==> src/rtl/br_pkg.sv <==
// Shared types for the branch resolve unit: condition codes, the flag
// bundle, FSM state encoding and the fall-through PC increment.
package br_pkg;

    typedef enum logic [2:0] {
        NEQ    = 3'b000,
        EQ     = 3'b001,
        GT     = 3'b010,
        LT     = 3'b011,
        GTE    = 3'b100,
        LTE    = 3'b101,
        OVFL   = 3'b110,
        UNCOND = 3'b111
    } cond_e;

    typedef struct packed {
        logic z;
        logic v;
        logic n;
    } flags_t;

    typedef enum logic {
        IDLE = 1'b0,
        HOLD = 1'b1
    } state_e;

    localparam int unsigned PC_INC = 4;

endpackage

==> src/rtl/br_cond_eval.sv <==
// Combinational condition evaluator: maps a condition code and a flag
// bundle to a taken decision. Shared by the direct, held and forwarded paths.
module br_cond_eval
    import br_pkg::*;
(
    input  cond_e  cond_i,
    input  flags_t flags_i,
    output logic   taken_o
);

    // Decode the condition code against the supplied flags.
    always_comb begin
        taken_o = 1'b0;
        case (cond_i)
            NEQ:    taken_o = !flags_i.z;
            EQ:     taken_o = flags_i.z;
            GT:     taken_o = !flags_i.z && !flags_i.n;
            LT:     taken_o = flags_i.n;
            GTE:    taken_o = flags_i.z || !flags_i.n;
            LTE:    taken_o = flags_i.n || flags_i.z;
            OVFL:   taken_o = flags_i.v;
            UNCOND: taken_o = 1'b1;
            default: taken_o = 1'b0;
        endcase
    end

endmodule

==> src/rtl/branch_resolve_unit.sv <==
// Branch resolve unit: latches ALU flags and resolves conditional branches,
// producing taken, target and a one-cycle flush pulse.
// Handshake: a branch request transfers on a clock edge where br_valid and
// br_ready are both high; while br_ready is low the requester holds br_*
// stable. res_valid is a one-cycle pulse; other result outputs hold.
// Build option FLAG_FWD_EN: a flag write coinciding with a branch is
// forwarded straight into the evaluation instead of stalling one cycle.
module branch_resolve_unit
    import br_pkg::*;
#(
    parameter int XLEN = 32,
    parameter int CC_W = 3
) (
    input  logic            clk,
    input  logic            rst_n,
    input  logic            flag_we,
    input  logic            z_in,
    input  logic            v_in,
    input  logic            n_in,
    input  logic            br_valid,
    output logic            br_ready,
    input  logic [CC_W-1:0] br_cond,
    input  logic [XLEN-1:0] br_pc,
    input  logic [XLEN-1:0] br_offset,
    input  logic            br_pred_taken,
    output logic            res_valid,
    output logic            res_taken,
    output logic [XLEN-1:0] res_target,
    output logic            res_flush,
    output logic [2:0]      flags_q,
    output state_e          state_dbg
);

    flags_t          flags_in;
    flags_t          flags_cur;
    flags_t          eval_flags;
    cond_e           eval_cond;
    logic [XLEN-1:0] eval_pc;
    logic [XLEN-1:0] eval_off;
    logic            eval_pred;
    logic            eval_en;
    logic            eval_taken;
    logic [XLEN-1:0] target_d;
    logic            res_pred_q;

    assign flags_in  = flags_t'({z_in, v_in, n_in});
    assign flags_cur = flags_t'(flags_q);

    // Flag register: load on every flag-setting ALU result, hold otherwise.
    always_ff @(posedge clk or negedge rst_n) begin
        if (!rst_n) begin
            flags_q <= 3'b000;
        end else if (flag_we) begin
            flags_q <= flags_in;
        end
    end

`ifndef FLAG_FWD_EN
    state_e          state_q, state_d;
    logic            cap;
    cond_e           hold_cond_q;
    logic [XLEN-1:0] hold_pc_q;
    logic [XLEN-1:0] hold_off_q;
    logic            hold_pred_q;

    // FSM state register.
    always_ff @(posedge clk or negedge rst_n) begin
        if (!rst_n) begin
            state_q <= IDLE;
        end else begin
            state_q <= state_d;
        end
    end

    // Next state and evaluation select: a branch racing a flag write is
    // parked for one cycle so it sees the freshly written flags.
    always_comb begin
        state_d    = state_q;
        cap        = 1'b0;
        br_ready   = 1'b0;
        eval_en    = 1'b0;
        eval_cond  = cond_e'(br_cond);
        eval_pc    = br_pc;
        eval_off   = br_offset;
        eval_pred  = br_pred_taken;
        eval_flags = flags_cur;
        case (state_q)
            IDLE: begin
                br_ready = 1'b1;
                if (br_valid) begin
                    if (flag_we) begin
                        cap     = 1'b1;
                        state_d = HOLD;
                    end else begin
                        eval_en = 1'b1;
                    end
                end
            end
            HOLD: begin
                eval_en   = 1'b1;
                eval_cond = hold_cond_q;
                eval_pc   = hold_pc_q;
                eval_off  = hold_off_q;
                eval_pred = hold_pred_q;
                state_d   = IDLE;
            end
            default: state_d = IDLE;
        endcase
    end

    // Holding register for the request parked during a flag hazard.
    always_ff @(posedge clk or negedge rst_n) begin
        if (!rst_n) begin
            hold_cond_q <= NEQ;
            hold_pc_q   <= '0;
            hold_off_q  <= '0;
            hold_pred_q <= 1'b0;
        end else if (cap) begin
            hold_cond_q <= cond_e'(br_cond);
            hold_pc_q   <= br_pc;
            hold_off_q  <= br_offset;
            hold_pred_q <= br_pred_taken;
        end
    end

    assign state_dbg = state_q;
`else
    // Forwarding build: always ready, coincident flag writes feed the evaluator.
    always_comb begin
        br_ready   = 1'b1;
        eval_en    = br_valid;
        eval_cond  = cond_e'(br_cond);
        eval_pc    = br_pc;
        eval_off   = br_offset;
        eval_pred  = br_pred_taken;
        eval_flags = flag_we ? flags_in : flags_cur;
    end

    assign state_dbg = IDLE;
`endif

    br_cond_eval u_cond_eval (
        .cond_i  (eval_cond),
        .flags_i (eval_flags),
        .taken_o (eval_taken)
    );

    // Taken target or fall-through, both modulo 2^XLEN.
    assign target_d = eval_taken ? (eval_pc + eval_off) : (eval_pc + XLEN'(PC_INC));

    // Result registers: valid pulses per evaluation, data holds between.
    always_ff @(posedge clk or negedge rst_n) begin
        if (!rst_n) begin
            res_valid  <= 1'b0;
            res_taken  <= 1'b0;
            res_target <= '0;
            res_pred_q <= 1'b0;
        end else begin
            res_valid <= eval_en;
            if (eval_en) begin
                res_taken  <= eval_taken;
                res_target <= target_d;
                res_pred_q <= eval_pred;
            end
        end
    end

    assign res_flush = res_valid & (res_taken ^ res_pred_q);

endmodule

==> config.mk <==
export PLATFORM = sky130hd
export DESIGN_NAME = branch_resolve_unit
export DESIGN_NICKNAME = d
export VERILOG_FILES = /design/src/rtl/br_pkg.sv /design/src/rtl/br_cond_eval.sv /design/src/rtl/branch_resolve_unit.sv
export SDC_FILE = /design/constraint.sdc
export NUM_CORES = 1
export LEC_CHECK = 0
export CORE_ASPECT_RATIO = 0.6
export CORE_MARGIN = 2
export CORE_UTILIZATION = 50
export CTS_CLUSTER_DIAMETER = 30
export DETAILED_ROUTE_END_ITERATION = 10
export PLACE_DENSITY_LB_ADDON = 0.3
export SLEW_MARGIN = 5
export SYNTH_ARGS = -nofsm -noshare
export SYNTH_HDL_FRONTEND = slang
export SYNTH_SLANG_ARGS = --single-unit
==> constraint.sdc <==
create_clock -name clk -period 4.12 [get_ports clk]
set_clock_uncertainty 0.15 [all_clocks]
set_input_delay 0.412 -clock clk [delete_from_list [all_inputs] [get_ports clk]]
set_output_delay 0.412 -clock clk [all_outputs]
set_load 0.02 [all_outputs]
==> metrics.cfg <==
[run_status]
status = completed

[die]
core_area_um2 = 14600
num_io_pins = 115
fp.dieW_um = 162
die-area_um2 = 16000
start_util_pct = 51.4
fp.dieH_um = 98.9
rows = 34

[critical_path]
cp_cell_sequence = mux2_2, ha_1, fa_1, a211oi_2, o21bai_1, o211ai_1, a21oi_1, a21oi_1, o21ai_0, nor3_1, a211oi_1
cpMaxStageDelayCell = dfrtp_4
end_kind = register
path_buf_inv = 0
critical_path.max_fanout = 15
arrival_ns = 3.82
cpMostUsedCell = a21oi_1
max_stage_delay_ns = 0.59
critPathRequiredTime_ns = 4.18
start_kind = register
crit_type = reg2reg
crit_family = compound AO/OA/AOI/OAI gates

[clocking]
post-cts-setup-buffers = 0
postCtsHoldBufs = 0
clk_path_buf_depth = 2
cts_repair_resize_count = 0
clk_pin_slew_worst_paths_ns = 0.07
cts_tree = yes
worstSkewPairLatency_ns = 0.35
cts.sinks = 107
cts_buffers = 9
htree_num_levels = 3
clockRootBuffer = clkbuf_16

[synthesis]
synth_fp_nets = 997
ys_async_sr_fraction_pct = 100
ys.flop_type = dfrtp_1
postSynthAreaPerCell_um2 = 8.44
postSynthCellCount = 889
ys.warnings.count = 0
ys_ff_latch = 107
yosysSeqAreaShare_pct = 35.7
netlist_area_um2 = 7500
synth.distinct_cells = 67
synth_edf_count = 0

[flow_run]
drv_cap = 0

[routing]
vias = 6723
drc = 0
drt_iter0_markers = 636
wl_per_cell_um = 17.2
finalWirelength_um = 20500
drtAntennaViolNets = 0
viasPerCell = 5.66
dr.pass1.iters = 5

[power_and_ir_drop]
p_per_area_nw_per_um2 = 429
p_leak_nw = 4.13
ir_worst_vdd_mv = 0.238
total_power_w = 0.00390

[sta]
hold_slack_ns = 0.0131
slew_violations = 0
grt_setup_unrepaired = no
finalHoldViolations = 0
fin_setup_tns_ns = 0
fin_ws_ns = 0.363
relSlewSlack_pct = 38.7
fin_crit_sh_pct = 91.2
min_period_ns = 3.76
worstMarginPinSlew_ns = 0.919
fmax_ghz = 0.266
setup_viol = 0

[final_layout]
n_fill_cell = 1276
final_nets = 1093
n_antenna_cell = 0
final_cell_count_no_fill = 1188
drive_above_1_share_pct = 10.4
syn2layout_area_growth_pct = 21.3
mostFrequentLayoutCells = nand2_1, clkdlybuf4s50_1, dfrtp_1, mux2_2, nor2_1
final_common_cell = nand2_1

[placement]
globalplace.congestion = 0.931
dp_slack_ns = 0.318
dpl.cell_count = 1171
port_buffers = 114
dp.final_hpwl_um = 15400

[global_routing]
grt_pass1_wl_um = 33400
grt_pass1_vias = 6246
antenna_found_initial = 0
grt_usage_pct = 26.4
grt_max_degree = 69
overflow = 0

[min_path]
hold_path.class = in2async

-- state kept, by name, summed over array words and instances, names as in the netlist --
name,cells
flags_q,3
hold_cond_q,3
hold_off_q,32
hold_pc_q,32
hold_pred_q,1
res_pred_q,1
res_taken,1
res_target,32
res_valid,1
state_dbg,1
-- metrics by stage --
stage | instance area [um^2] | util, %
after floorplan | 7510 | -
after global placement | 8780 | 60.2
after detailed placement | 8780 | 60.2
after CTS | 9090 | 62.3
after global routing | 9100 | 62.4
final | 9100 | 62.4
-- worst register-to-register path, delay by kind of cell (launching register included) --
family	cells	cell delay (ns)
AOI/OAI and AO/OA	7	1.55
adders and majority gates	2	0.70
DFF	1	0.59
muxes	1	0.39
and+or+nand+nor	1	0.23
-- path summary, 6_finish.rpt --
| kind | endpoint | depth (start not counted) | from | slack (ns) |
|---|---|---|---|---|
| max | res_target[28] | 11 | state_dbg | 0.36 |
| min | hold_off_q[22] | 1 | rst_n | 0.01 |
| max reg2reg | res_target[28] | 11 | state_dbg | 0.36 |
| min reg2reg | hold_off_q[2] | 2 | hold_off_q[2] | 0.32 |
| max in group asynchronous | hold_off_q[5] | 2 | rst_n | 2.97 |
| min in group clk | hold_off_q[2] | 2 | hold_off_q[2] | 0.32 |
-- layout make-up --
type / count / area [um^2] / share of cell area [%]
timing repair buffer: 128 / 1250 / 13.7
clock buffer: 10 / 239 / 2.63
tap: 198 / 248 / 2.72
clock inverter: 6 / 70.1 / 0.770
inverter: 26 / 97.6 / 1.07
multi-input combinational: 713 / 4520 / 49.6
sequential: 107 / 2680 / 29.5
-- cell usage after synthesis (all sizes together) (19+ instances only) --
master,instances,share of area [%]
a21oi,48,3.2
buf,19,1.9
clkbuf,24,1.2
dfrtp,107,36
ha,32,5.3
inv,25,1.3
mux2,50,7.5
mux2i,24,3.2
nand2,254,13
nand3,22,1.6
nor2,50,2.5
o21ai,53,3.6
xnor2,43,5.0
-- layer usage --
metal	global-route usage [%]	up-vias	wire [um]
met1	43.9	3168	10700
met5	0	-	0
met3	5.51	24	1880
met4	4.70	0	195
met2	34.4	288	7690
li1	-	3243	-
-- cell families (layout without fill, tap and decap cells) --
kind of cell               count (synthesis)  after routing  synth area share (%)
AOI/OAI and AO/OA                        178            178                  15.2
adders and majority gates                 33             33                  5.61
xor gates and xnor gates                  52             52                  6.07
muxes                                     74             74                  10.7
buffers and inverters                     69            170                  4.42
DFF                                      107            107                  35.7
and+or+nand+nor                          376            376                  22.3
-- report_power, final --
part / internal, W / switching [W]
Combinational: 0.000706 / 0.000864
Clock: 0.000495 / 0.000420
Sequential: 0.00127 / 0.000150
Note: power is estimated with default switching activity, not from simulation.
